--- config.mk ---
export PLATFORM = sky130hd
export DESIGN_NAME = fp_add_issue_ctrl
export DESIGN_NICKNAME = d
export VERILOG_FILES = /design/src/rtl/fp_add_issue_ctrl.sv
export SDC_FILE = /design/constraint.sdc
export NUM_CORES = 1
export LEC_CHECK = 0
export CAP_MARGIN = 5
export CORE_MARGIN = 8
export CORE_UTILIZATION = 47
export CTS_BUF_LIST = sky130_fd_sc_hd__clkbuf_8 sky130_fd_sc_hd__clkbuf_16
export DETAILED_ROUTE_END_ITERATION = 8
export PLACE_DENSITY = 0.8
export SYNTH_ARGS = -nofsm -noshare
export SYNTH_HDL_FRONTEND = slang
export SYNTH_SLANG_ARGS = --single-unit
--- constraint.sdc ---
create_clock -name clk -period 3.5 [get_ports clk]
set_input_delay 0.7 -clock clk [delete_from_list [all_inputs] [get_ports clk]]
set_output_delay 0.7 -clock clk [all_outputs]
set_load 0.05 [all_outputs]
--- src/rtl/fp_add_issue_ctrl.sv ---
// Issue controller for a fixed-latency FP adder: credit flow control, tag pipeline and in-order result FIFO.
// Define FP_ADD_ISSUE_CTRL_SUB_EN to let in_sub flip the sign of op1 on its way to the adder.
`ifndef FP_ADD_LATENCY
`define FP_ADD_LATENCY 2
`endif

module fp_add_issue_ctrl #(
  parameter int DATA_WIDTH = 32,
  parameter int TAG_WIDTH  = 6,
  parameter int LATENCY    = `FP_ADD_LATENCY,
  parameter int FIFO_DEPTH = 4
) (
  input  logic                  clk,
  input  logic                  rst,
  input  logic                  in_valid,
  output logic                  in_ready,
  input  logic [DATA_WIDTH-1:0] in_op0,
  input  logic [DATA_WIDTH-1:0] in_op1,
  input  logic                  in_sub,
  input  logic [TAG_WIDTH-1:0]  in_tag,
  input  logic                  flush,
  output logic                  fp_enable,
  output logic [DATA_WIDTH-1:0] fp_op0,
  output logic [DATA_WIDTH-1:0] fp_op1,
  input  logic [DATA_WIDTH-1:0] fp_res,
  output logic                  out_valid,
  input  logic                  out_ready,
  output logic [DATA_WIDTH-1:0] out_data,
  output logic [TAG_WIDTH-1:0]  out_tag
);

  localparam int PW = $clog2(FIFO_DEPTH);
  localparam int CW = PW + 1;
  localparam logic [CW:0] DEPTH_CREDITS = (CW+1)'(FIFO_DEPTH);

  typedef enum logic [1:0] {IDLE, BUSY, FULL} state_t;
  state_t state;

  logic [LATENCY-1:0]    stage_valid;
  logic [TAG_WIDTH-1:0]  stage_tag [LATENCY];
  logic [DATA_WIDTH-1:0] fifo_data [FIFO_DEPTH];
  logic [TAG_WIDTH-1:0]  fifo_tag  [FIFO_DEPTH];
  logic [PW-1:0]         wr_ptr, rd_ptr;
  logic [CW-1:0]         occupancy, in_flight, occ_next, flight_next;
  logic [CW:0]           credit_next;
  logic                  accept, push, pop;

  // FULL is registered from the same counts that gate issue, so it always matches the live credit total.
  assign in_ready  = ~rst & ~flush & (state != FULL);
  assign accept    = in_valid & in_ready;
  assign fp_enable = accept;
  assign fp_op0    = in_op0;
`ifdef FP_ADD_ISSUE_CTRL_SUB_EN
  assign fp_op1    = in_op1 ^ {in_sub, {(DATA_WIDTH-1){1'b0}}};
`else
  logic unused_sub;
  assign unused_sub = in_sub;
  assign fp_op1    = in_op1;
`endif

  assign push      = stage_valid[LATENCY-1] & ~flush;
  assign out_valid = ~rst & (occupancy != '0);
  assign pop       = out_valid & out_ready;
  assign out_data  = fifo_data[rd_ptr];
  assign out_tag   = fifo_tag[rd_ptr];

  always_comb begin
    occ_next    = occupancy;
    flight_next = in_flight;
    if (flush) begin
      occ_next    = '0;
      flight_next = '0;
    end else begin
      if (push && !pop)
        occ_next = occupancy + CW'(1);
      else if (pop && !push)
        occ_next = occupancy - CW'(1);
      if (accept && !push)
        flight_next = in_flight + CW'(1);
      else if (push && !accept)
        flight_next = in_flight - CW'(1);
    end
    credit_next = {1'b0, occ_next} + {1'b0, flight_next};
  end

  always_ff @(posedge clk) begin
    if (rst) begin
      stage_valid <= '0;
      wr_ptr      <= '0;
      rd_ptr      <= '0;
      occupancy   <= '0;
      in_flight   <= '0;
      state       <= IDLE;
    end else begin
      occupancy <= occ_next;
      in_flight <= flight_next;
      if (flush) begin
        stage_valid <= '0;
        wr_ptr      <= '0;
        rd_ptr      <= '0;
        state       <= IDLE;
      end else begin
        stage_valid[0] <= accept;
        for (int i = 1; i < LATENCY; i++)
          stage_valid[i] <= stage_valid[i-1];
        if (push)
          wr_ptr <= wr_ptr + PW'(1);
        if (pop)
          rd_ptr <= rd_ptr + PW'(1);
        if (credit_next >= DEPTH_CREDITS)
          state <= FULL;
        else if (credit_next != '0)
          state <= BUSY;
        else
          state <= IDLE;
      end
    end
  end

  // Payload storage carries no reset; validity lives entirely in the counters and valid bits.
  always_ff @(posedge clk) begin
    stage_tag[0] <= in_tag;
    for (int i = 1; i < LATENCY; i++)
      stage_tag[i] <= stage_tag[i-1];
    if (push) begin
      fifo_data[wr_ptr] <= fp_res;
      fifo_tag[wr_ptr]  <= stage_tag[LATENCY-1];
    end
  end

endmodule

# --- Yosys cells after proc, flatten, opt, wreduce, memory -nomap -nowiden ---
# Memories as Yosys holds them, arrays and structs flattened. A register that Yosys moved wholly into a read port is not among the register bits.
# Cells that the tools add are included.
word_totals:
  regBits: 14
  ram_bits: 164
  output_inout_bits: 105
  word_cells: 52
  mem_count: 3
memory_table:
  columns: ["memory", "depth", "word_bits", "read_ports", "rd_clocked_by_memory_dff", "wr", "line", "text"]
  rows:
  - ["fifo_data", 4, 32, 1, 1, 1, "41", "logic [DATA_WIDTH-1:0] fifo_data [FIFO_DEPTH];"]
  - ["fifo_tag", 4, 6, 1, 1, 1, "42", "logic [TAG_WIDTH-1:0] fifo_tag [FIFO_DEPTH];"]
  - ["stage_tag", 2, 6, 2, 0, 2, "40", "logic [TAG_WIDTH-1:0] stage_tag [LATENCY];"]
classes:
  addsub: 7
  order_cmp: 1
  eq_ne: 1
  n_mux: 14
  n_bitwise: 8
  reduce_logical: 11
op_table:
  columns: ["operator", "n"]
  rows:
  - ["two-way mux 3 bit", 6]
  - ["two-way mux 2 bit", 5]
  - ["adder 3 x 1 -> 3 bit (second input constant)", 2]
  - ["bitwise AND 1 bit", 6]
  - ["subtractor 3 x 1 -> 3 bit (second input constant)", 2]
  - ["adder 2 x 1 -> 2 bit (second input constant)", 2]
  - ["adder 3 x 3 -> 4 bit", 1]
  - ["greater-or-equal comparator 4 x 3 -> 1 bit (second input constant)", 1]
  - ["logical AND 1 bit", 4]
  - ["nonzero test 4 bit", 1]
  - ["zero test 1 bit", 3]
  - ["two-way mux 1 bit", 3]
  - ["nonzero test 3 bit", 1]
  - ["OR reduction 3 bit", 1]
  - ["inequality test 2 bit (second input constant)", 1]
  - ["NOT 1 bit", 2]
  - ["OR reduction 2 bit", 1]

# --- Longest topological paths before layout ---
logic_depth:
  ltp_word: 13
  ltp_mapped: 11

# --- Worst setup path before layout ---
# OpenSTA, ideal clock, no wires.
synth_timing:
  path_type: "input port to flip-flop"
  startpoint: "input port out_ready"
  endpoint: "register state[0]"
  setup_ns: 0.058
  arrival_ns: 2.497
  required_time_ns: 3.442
  slack_ns: 0.944
  path_stages: 8
  path_buffers: 0
  path_cell_list: "inv_1 nor3_4 mux2i_1 o22ai_1 fa_1 or2_2 a21oi_1 o211a_1"
synth_via:
  elab_chain_len: 8
  elab_cells_between_ends: 12
  cone_classes: "1 x add/sub; 1 x order compare; 4 x mux; 1 x bitwise; 5 x reduce/logical"
synth_lines:
  columns: ["item", "line", "text"]
  rows:
  - ["start: declaration", "27", "input logic out_ready,"]
  - ["bitwise AND 1 bit (*)", "63", "assign pop = out_valid & out_ready;"]
  - ["logical AND 1 bit / zero test 1 bit (equally long branches)", "76, 74", null]
  - ["two-way mux 3 bit / logical AND 1 bit (equally long branches)", "76, 74", null]
  - ["two-way mux 3 bit (*)", "74", "if (push && !pop)"]
  - ["two-way mux 3 bit (*)", "70", "if (flush) begin"]
  - ["via occ_next[1]", "44", "logic [CW-1:0] occupancy, in_flight, occ_next, flight_next;"]
  - ["adder 3 x 3 -> 4 bit (*)", "83", "credit_next = {1'b0, occ_next} + {1'b0, flight_next};"]
  - ["greater-or-equal comparator 4 x 3 -> 1 bit / nonzero test 4 bit (equally long branches)", "110, 112", null]
  - ["OR reduction 3 bit (no source line) / two-way mux 1 bit (equally long branches)", null, null]
  - ["end signal: assignment", "111", "state <= FULL;"]
  - ["end signal: assignment", "113", "state <= BUSY;"]
  - ["end signal: assignment", "115", "state <= IDLE;"]
  - ["end: declaration", "37", "state_t state;"]
# Mark *: on every way through the listed nets, which the timed path passes. The rest lies on a longest branch.
# A chain may end at the register's enable or synchronous reset.

==> flow_summary.yaml <==
setup_path:
  worstPathCellList: "buf_12 -> mux4_2 -> clkdlybuf4s50_1"
  r2r_cells: 10
  critical-path-slowest-cell: "clkdlybuf4s50_1"
  worst-path-max-fanout: 38
  crit_path_start_kind: "register"
  r2r_end: "state[0]"
  r2r_slack_ns: 0.75
  cp.required_ns: 2.80
  crit_path_max_incr_delay_ns: 0.74
  cp.arrival_ns: 2.40
  crit_type: "reg -> out"
  crit-reg2reg-launch: "occupancy[0]"
  crit_path_end_kind: "primary output"
logic_synthesis:
  synth_cell_types: 37
  synth_seq_area_share_pct: 70.77
  synthesis.nets: 504
  ys_ff_latch: 180
  yosys_warnings: 0
  syn-cell-area_sq_um: 7242
  avgSynthCellArea_sq_um: 18.91
  synthCells: 383
grt:
  grt.total_usage_pct: 13.26
  antenna_found_initial: 1
  grt_pass1_vias: 3617
  grt_pass1_wl_mm: 19.60
  grt_max_degree: 39
  grt-ovfl-total: 0
die:
  fp.dieW_um: 140.1
  initial_core_util_pct: 47.81
  io-pin-count: 213
  die_y_um: 140.1
  core_area_sq_um: 15150
  fp.dieArea_sq_um: 19640
  rows: 45
sta:
  hold_viol_final: 0
  setup_tns_ns: 0
  period_minus_slack_ns: 3.099
  rsz0062_at_grt: "false"
  clock_skew_ns: 0.008024
  tightest_slew_ns: 0.5842
  maxSlewViolCount: 0
  setup_viol: 0
  period_share_pct: 88.54
  slew_headroom_pct: 61.05
  fmax_ghz: 0.3227
routing:
  drt_first_iter_violations: 318
  dr.pass1.iters: 4
  detail-route-antenna-nets: 0
  num_vias: 3319
  wl_per_cell_um: 20.45
  routed_wl_mm: 12.64
  viasPerCell: 5.371
  drc_errors: 0
hold_path:
  min-delay-start: "stage_tag[0][4]"
  holdPathStages: 0
  hold_end: "stage_tag[0][10]"
  hold_class: "reg -> reg"
layout:
  final_util_pct: 55.99
  diodes: 0
  layout_commonest_cell: "edfxtp_1"
  final_area_sq_um: 8479
  layout_common_cells: "152 x edfxtp_1, 81 x clkdlybuf4s50_1, 38 x mux4_2"
  final_nets: 538
  drive_above_1_share_pct: 23.49
  synthToLayoutAreaGrowth_pct: 17.09
place:
  dp_hpwl_mm: 7.931
  place_area_sq_um: 7875
  place_congestion: 0.8438
  port_buffers: 83
cts:
  cts_tree: "built"
  cts-buffers-inserted: 17
  clock_path_buffers: 2
  clockRootBuffer: "clkbuf_16"
  clkTransAtPathRegs_ns: 0.07
  post_cts_resized: 0
  clk_latency_ns: 0.42
  cts_setup_buffers: 0
  cts-hold-fix-buffers: 0
  cts.sinks: 180
  htree_levels: 4
pwr:
  power_density_nw_per_um2: 515.2
  ir_drop_mv: 0.3399
  p_leak_uw: 0.002781
run_status:
  status: "complete, no violations"
flow_run:
  drv_cap: 0
how the worst max path moves through the flow:
stage | start | endpoint | slack (ns)
finish | register | out_data[6] | 0.40
global route | register | out_data[31] | 0.29
CTS | register | out_data[31] | 0.35
detailed placement | rst | state[0] | 0.12
global placement | rst | state[0] | 0.18
floorplan | out_ready | state[0] | 0.94
where the power goes:
part           leakage (uW)  internal (uW)  switching, uW  total, uW
clock              0.000294           1130            778       1910
sequential          0.00160           2330           6.66       2340
combinational      0.000889           62.5           58.9        121
total               0.00278           3530            843       4370
cells in the mapped netlist (all sizes together):
library cell	n	area, sq um
dfxtp	28	560.5
nand2	5	18.77
clkbuf	4	15.01
nand3	2	22.52
or2	3	18.77
mux2i	5	50.05
xor2	1	8.760
buf	71	523.0
o311a	1	10.01
nor2	15	63.81
a31oi	3	55.05
mux2	4	52.55
edfxtp	152	4564
o211a	1	10.01
nor4b	1	8.760
nand2b	2	12.51
ha	12	150.1
mux4	38	855.8
and2	6	40.03
xnor2	6	52.55
o22ai	4	25.02
clkinv	1	5.000
or3	2	15.01
nor3	1	16.27
fa	1	20.02
nor2b	3	21.27
a21oi	2	10.01
inv	9	36.29
critical path: cells and delay by family (launching register included):
kind,cells,cell delay (ns)
buf+inv,2,1.04
mux,1,0.59
flops,1,0.34
kinds of logic after synthesis:
logic type | after synthesis | synth area share (%)
flip-flops | 180 | 70.77
XOR/XNOR | 7 | 0.8466
adder cells (fa/ha/maj) | 13 | 2.350
AO/OA/AOI/OAI | 11 | 1.520
buffers and inverters | 85 | 7.999
multiplexers | 47 | 13.23
AND/OR/NAND/NOR | 40 | 3.283
per-stage QoR:
step | setup WS (ns) | std cells | power, uW | hold WS (ns)
6_report | 0.4012 | 618 | 4369 | 0.3275
5_1_grt | 0.2870 | 618 | 4500 | 0.3323
4_1_cts | 0.3457 | 618 | 4421 | 0.3301
3_5_place_dp | 0.1213 | 586 | 2507 | 0.3153
3_3_place_gp | 0.1812 | 586 | 2501 | 0.3110
2_1_floorplan | 0.9445 | 383 | 2623 | 0.3096
layer usage:
layer	GRT usage, %	wire length (um)	vias up
li1	-	-	1464
met1	14.60	5016	1665
met2	22.09	6269	125
met3	5.063	926	63
met4	6.857	415	2
met5	0	13	-
final cells by class:
class                   instances  area, sq um
inverters                      10        41.29
flip-flops and latches        180         5127
fillers                      1105         6666
well taps                     188        235.2
clock inverters                15        178.9
multi-input cells             118         1543
repair buffers                 90        928.4
clock buffers                  17        425.4
state kept, by name, summed over array words and instances, names as in the netlist, named ones only:
signal and count:
state 2, stage_tag 12, fifo_tag 24, wr_ptr 2, stage_valid 2, fifo_data 128
rd_ptr 2, in_flight 3, occupancy 3
(Power assumes the default switching activity.)
